==> config.mk <==
export PLATFORM = sky130hd
export DESIGN_NAME = fetch_unit_flat
export DESIGN_NICKNAME = d
export VERILOG_FILES = /design/src/rtl/fetch_unit_if.sv /design/src/rtl/fetch_unit.sv /design/src/flat_wrapper.sv
export SDC_FILE = /design/constraint.sdc
export NUM_CORES = 1
export LEC_CHECK = 0
export CAP_MARGIN = 0
export CORE_MARGIN = 10
export CORE_UTILIZATION = 30
export CTS_CLUSTER_DIAMETER = 50
export CTS_CLUSTER_SIZE = 20
export DETAILED_ROUTE_END_ITERATION = 10
export PLACE_DENSITY = 0.56
export SYNTH_ARGS = -nofsm -noshare
export SYNTH_HDL_FRONTEND = slang
export SYNTH_SLANG_ARGS = --single-unit
==> constraint.sdc <==
create_clock -name clk -period 2.05 [get_ports clk]
set_clock_uncertainty 0.05 [all_clocks]
set_input_delay 0.5125 -clock clk [delete_from_list [all_inputs] [get_ports clk]]
set_output_delay 0.5125 -clock clk [all_outputs]
set_load 0.02 [all_outputs]
==> src/rtl/fetch_unit_if.sv <==
// Fetch unit bus: program-memory port, redirect controls and the
// instruction-register handshake toward the decode stage.
interface fetch_unit_if #(
  parameter int Psize = 5,
  parameter int Isize = 16
);
  // program memory side
  logic [Psize-1:0] address;
  logic [Isize-1:0] I;

  // fetch control
  logic             halt;
  logic             branch_en;
  logic             branch_rel;
  logic [Psize-1:0] branch_val;

  // instruction register handshake toward decode
  logic [Isize-1:0] ir;
  logic [Psize-1:0] ir_pc;
  logic             ir_valid;
  logic             ir_ready;

  // the fetch unit itself
  modport master (
    output address, ir, ir_pc, ir_valid,
    input  I, halt, branch_en, branch_rel, branch_val, ir_ready
  );

  // memory / decode environment around the fetch unit
  modport slave (
    input  address, ir, ir_pc, ir_valid,
    output I, halt, branch_en, branch_rel, branch_val, ir_ready
  );
endinterface

==> src/rtl/fetch_unit.sv <==
// Single-stage instruction fetch: a PC drives program memory directly and
// the returned word is captured into a one-entry instruction register with a
// valid/ready handshake. Branches redirect the PC and flush the register,
// costing one bubble. Every output comes straight from a register.
module fetch_unit #(
  parameter int Psize = 5,
  parameter int Isize = 16
) (
  input  logic          clk,
  input  logic          reset,
  fetch_unit_if.master  bus
);

  localparam logic [Psize-1:0] PcStep = Psize'(1);

  logic [Psize-1:0] pc_reg, pc_next;
  logic [Isize-1:0] ir_reg, ir_next;
  logic [Psize-1:0] ir_pc_reg, ir_pc_next;
  logic             ir_valid_reg, ir_valid_next;

  logic             transfer;
  logic             advance;
  logic [Psize-1:0] target;

  // Downstream consumes the held instruction on this edge.
  assign transfer = ir_valid_reg && bus.ir_ready;

  // A new fetch lands when the register is free (or being drained) and no
  // redirect is pending; a branch always wins over a fetch.
  assign advance = !bus.halt && (!ir_valid_reg || bus.ir_ready) && !bus.branch_en;

  // Relative targets are taken from the address of the instruction in ir;
  // the truncating add gives two's-complement wrap modulo 2^Psize for free.
  assign target = bus.branch_rel ? (ir_pc_reg + bus.branch_val) : bus.branch_val;

  // Next-state selection: branch flush, then fetch, then drain-only.
  always_comb begin
    pc_next       = pc_reg;
    ir_next       = ir_reg;
    ir_pc_next    = ir_pc_reg;
    ir_valid_next = ir_valid_reg;
    if (bus.branch_en) begin
      // ir/ir_pc are kept so a later relative branch still has a base.
      pc_next       = target;
      ir_valid_next = 1'b0;
    end else if (advance) begin
      ir_next       = bus.I;
      ir_pc_next    = pc_reg;
      ir_valid_next = 1'b1;
      pc_next       = pc_reg + PcStep;
    end else if (transfer) begin
      ir_valid_next = 1'b0;
    end
  end

  // State registers; reset clears everything without waiting for a clock.
  always_ff @(posedge clk or posedge reset) begin
    if (reset) begin
      pc_reg       <= '0;
      ir_reg       <= '0;
      ir_pc_reg    <= '0;
      ir_valid_reg <= 1'b0;
    end else begin
      pc_reg       <= pc_next;
      ir_reg       <= ir_next;
      ir_pc_reg    <= ir_pc_next;
      ir_valid_reg <= ir_valid_next;
    end
  end

  assign bus.address  = pc_reg;
  assign bus.ir       = ir_reg;
  assign bus.ir_pc    = ir_pc_reg;
  assign bus.ir_valid = ir_valid_reg;

endmodule
==> src/flat_wrapper.sv <==
// flat-port wrapper written by rule: the top's interface ports become plain ports
module fetch_unit_flat 
#(
  parameter int Psize = 5,
  parameter int Isize = 16
)
  (clk, reset, bus_address, bus_ir, bus_ir_pc, bus_ir_valid, bus_I, bus_halt, bus_branch_en, bus_branch_rel, bus_branch_val, bus_ir_ready);
  fetch_unit_if #(.Psize(Psize), .Isize(Isize)) bus_i ();
  input  logic clk;
  input  logic reset;
  output wire logic [$bits(bus_i.address)-1:0] bus_address;
  output wire logic [$bits(bus_i.ir)-1:0] bus_ir;
  output wire logic [$bits(bus_i.ir_pc)-1:0] bus_ir_pc;
  output wire logic [$bits(bus_i.ir_valid)-1:0] bus_ir_valid;
  input wire logic [$bits(bus_i.I)-1:0] bus_I;
  input wire logic [$bits(bus_i.halt)-1:0] bus_halt;
  input wire logic [$bits(bus_i.branch_en)-1:0] bus_branch_en;
  input wire logic [$bits(bus_i.branch_rel)-1:0] bus_branch_rel;
  input wire logic [$bits(bus_i.branch_val)-1:0] bus_branch_val;
  input wire logic [$bits(bus_i.ir_ready)-1:0] bus_ir_ready;
  assign bus_address = bus_i.address;
  assign bus_ir = bus_i.ir;
  assign bus_ir_pc = bus_i.ir_pc;
  assign bus_ir_valid = bus_i.ir_valid;
  assign bus_i.I = bus_I;
  assign bus_i.halt = bus_halt;
  assign bus_i.branch_en = bus_branch_en;
  assign bus_i.branch_rel = bus_branch_rel;
  assign bus_i.branch_val = bus_branch_val;
  assign bus_i.ir_ready = bus_ir_ready;
  fetch_unit #(.Psize(Psize), .Isize(Isize)) u_core (.clk(clk), .reset(reset), .bus(bus_i));
endmodule
==> flow_metrics.py <==
metrics = {
    "critical_path": {
        "worstRegToRegCells": 7,
        "r2r-start": "u_core.bus.ir_pc[0]",
        "worst-path-buf-inv": 1,
        "cpPeakStageDelay_ns": 0.65,
        "crit_slowest_cell": "clkdlybuf4s50_1",
        "r2r_slack_ns": 0.20,
        "cp_top_family": "buffers and inverters",
        "worst-path-max-fanout": 5,
        "crit_start": "u_core.bus.address[0]",
        "path_cells": "clkdlybuf4s50_1",
        "crit_required_ns": 1.49,
        "r2r-end": "u_core.bus.address[4]",
        "crit_path_end_kind": "primary output",
        "criticalPathCategory": "flop to primary output",
        "cp_num_cells": 1,
        "worstSetupStartpointType": "flop",
        "crit_arrival_ns": 1.37,
        "endpoint": "bus_address[0]",
    },
    "global_route": {
        "grt_pass1_wl_microns": 5670,
        "grt_start_max_net_pins": 28,
        "antenna_found_initial": 0,
        "grt_use_total_pct": 9.54,
        "overflow": 0,
        "first_global_vias": 1187,
    },
    "layout": {
        "finalNetCount": 200,
        "syn2layout_area_growth_pct": 51.9,
        "fillers": 417,
        "n_antenna_cell": 0,
        "drive_above_1_share_pct": 23.5,
        "multi_input_area_sq_um": 599,
        "regArea_sq_um": 676,
        "largest_register_ffs": 16,
    },
    "synth": {
        "yosys_warnings": 0,
        "syn_nets": 138,
        "synth-compound-area-share_pct": 6.46,
        "syn_avg_cell_area_sq_um": 12.5,
        "yosys.area_share.simple_pct": 8.84,
        "ys_ff_latch": 27,
        "synth_area_leaders": "dfrtp_1, mux2_2, ha_1",
        "synth_cells": 105,
        "synth_adder_area_share_pct": 6.27,
        "ys_types": 30,
        "muxShareOfSynthArea_pct": 19.6,
        "yosysTopAreaCell": "dfrtp_1",
        "synthesis.area_sq_mm": 0.00132,
        "synth_top_family_by_area": "multiplexers",
        "synth_commonest_cells": "dfrtp_1, mux2_2, inv_1",
        "synth_ff_type": "dfrtp_1",
        "synth.yosys.seq_area_share_pct": 51.3,
        "yosysTopAreaCellShare_pct": 51.3,
        "synth.most_common_cell": "dfrtp_1",
        "synthXorXnorAreaFrac_pct": 3.99,
        "async_reset_ff_share_pct": 100,
        "synth_edf_count": 0,
    },
    "floorplan": {
        "coreArea_sq_mm": 0.00429,
        "fp.dieH_microns": 86.2,
        "io_pins": 54,
        "die_area_sq_mm": 0.00744,
        "initial_core_util_pct": 30.7,
        "floorplan.rows": 24,
        "die_width_microns": 86.2,
    },
    "clock_network": {
        "cts_tree": "done",
        "cts_setup_buffers": 0,
        "ctsHoldBuffers": 0,
        "cts_root_buf": "clkbuf_8",
        "cts_made_buffers": 3,
        "cts.sinks": 27,
        "ctsLongestPathBuffers": 2,
        "h-tree-depth": 1,
        "clk_pin_slew_ns": 0.09,
        "clock_latency_ns": 0.27,
    },
    "timing": {
        "relSlewSlack_pct": 76.4,
        "fmax_mhz": 517,
        "layout_min_cycle_time_ns": 1.93,
        "rsz0062_at_grt": "false",
        "period_share_pct": 94.3,
        "tns_ns": 0,
        "hold_violations": 0,
        "drv_slew": 0,
        "layout_setup_ws_ns": 0.117,
        "final-setup-viol-count": 0,
        "hold_ws_ns": 0.438,
        "worst_pin_slew_ns": 0.354,
    },
    "detailed_routing": {
        "routed_wl_microns": 3450,
        "drc": 0,
        "drt_iter0_drc": 30,
        "dr.pass1.iters": 4,
        "routed_via_density": 4.61,
        "wl_per_cell_microns": 15.8,
        "ant_nets": 0,
        "vias": 1004,
    },
    "status": {
        "status": "finished, final reports clean",
    },
    "placement": {
        "globalplace.congestion": 0.876,
        "preCtsSetupSlack_ns": -0.390,
        "dpl.hpwl_microns": 2830,
        "io_buffer_count": 53,
    },
    "power": {
        "p_per_area_mw_per_mm2": 1000,
        "p_leak_nw": 0.849,
        "peakVddDrop_v": 0.000418,
        "finalPower_mw": 2.00,
    },
    "min_path": {
        "holdCritPathClass": "flop to flop",
    },
    "flow_run": {
        "drv_cap": 0,
    },
}
-- cell usage in the layout (no fill, tap or decap), drive strengths merged --
cell type	instances
a31o	1
a21oi	4
nand4	2
xnor2	2
mux2i	1
dlymetal6s2s	1
nor2	6
fa	1
nand3	2
mux2	22
ha	5
or2	1
clkbuf	4
dlygate4sd2	1
buf	8
inv	6
clkdlybuf4s50	51
nand2	4
a211oi	1
a21o	2
xor2	4
nor3	2
o21ai	4
nor2b	3
dfrtp	27
a31oi	1
-- cell families after synthesis --
| family | after synthesis |
|---|---|
| compound gates | 13 |
| xor+xnor | 6 |
| fa+ha+maj | 6 |
| buf+inv | 10 |
| flops | 27 |
| mux | 23 |
| simple gates | 20 |
-- layout make-up --
| type | instances | share of cell area, % |
|---|---|---|
| clock buffers | 4 | 2.25 |
| well taps | 52 | 3.25 |
| multi-input cells | 68 | 30.0 |
| flip-flops and latches | 27 | 33.8 |
| inverters | 6 | 1.13 |
| repair buffers | 61 | 29.6 |
-- how the worst min path moves through the flow --
stage                startpoint               endpoint  slack (ns)  cells past startpoint
4_1_cts        u_core.bus.ir[3]       u_core.bus.ir[3]        0.45                      1
3_5_place_dp   u_core.bus.ir[3]       u_core.bus.ir[3]        0.43                      1
2_1_floorplan             reset  u_core.bus.address[0]        0.52                      1
5_1_grt        u_core.bus.ir[0]       u_core.bus.ir[0]        0.48                      1
6_report       u_core.bus.ir[3]       u_core.bus.ir[3]        0.44                      1
3_3_place_gp   u_core.bus.ir[3]       u_core.bus.ir[3]        0.42                      1
-- through the flow --
stage / cell area (sq um) / std cells / util [%]
floorplan: 1320 / 105 / -
finish: 2000 / 218 / 46.6
global route: 2000 / 218 / 46.6
CTS: 2000 / 218 / 46.5
global placement: 1950 / 214 / 45.4
detailed placement: 1950 / 214 / 45.4
-- power by group --
| part | switching (mW) | internal [mW] | leakage, nW | total [mW] |
|---|---|---|---|---|
| combinational | 0.428 | 0.498 | 0.510 | 0.926 |
| sequential | 0.114 | 0.661 | 0.317 | 0.775 |
| clock | 0.162 | 0.139 | 0.0228 | 0.301 |
| total | 0.703 | 1.30 | 0.849 | 2.00 |
-- per-layer routing --
layer	track usage [%]	wire length (microns)
met5	0	0
met4	4.42	41
met3	2.16	207
met2	16.6	1720
met1	10.8	1480
-- repair_timing --
item,CTS,global route
pin swaps,2,0
setup endpoints to repair,2,1
gates resized for setup,3,1
cloned,0,0
Power figures use the tool's default switching activity.
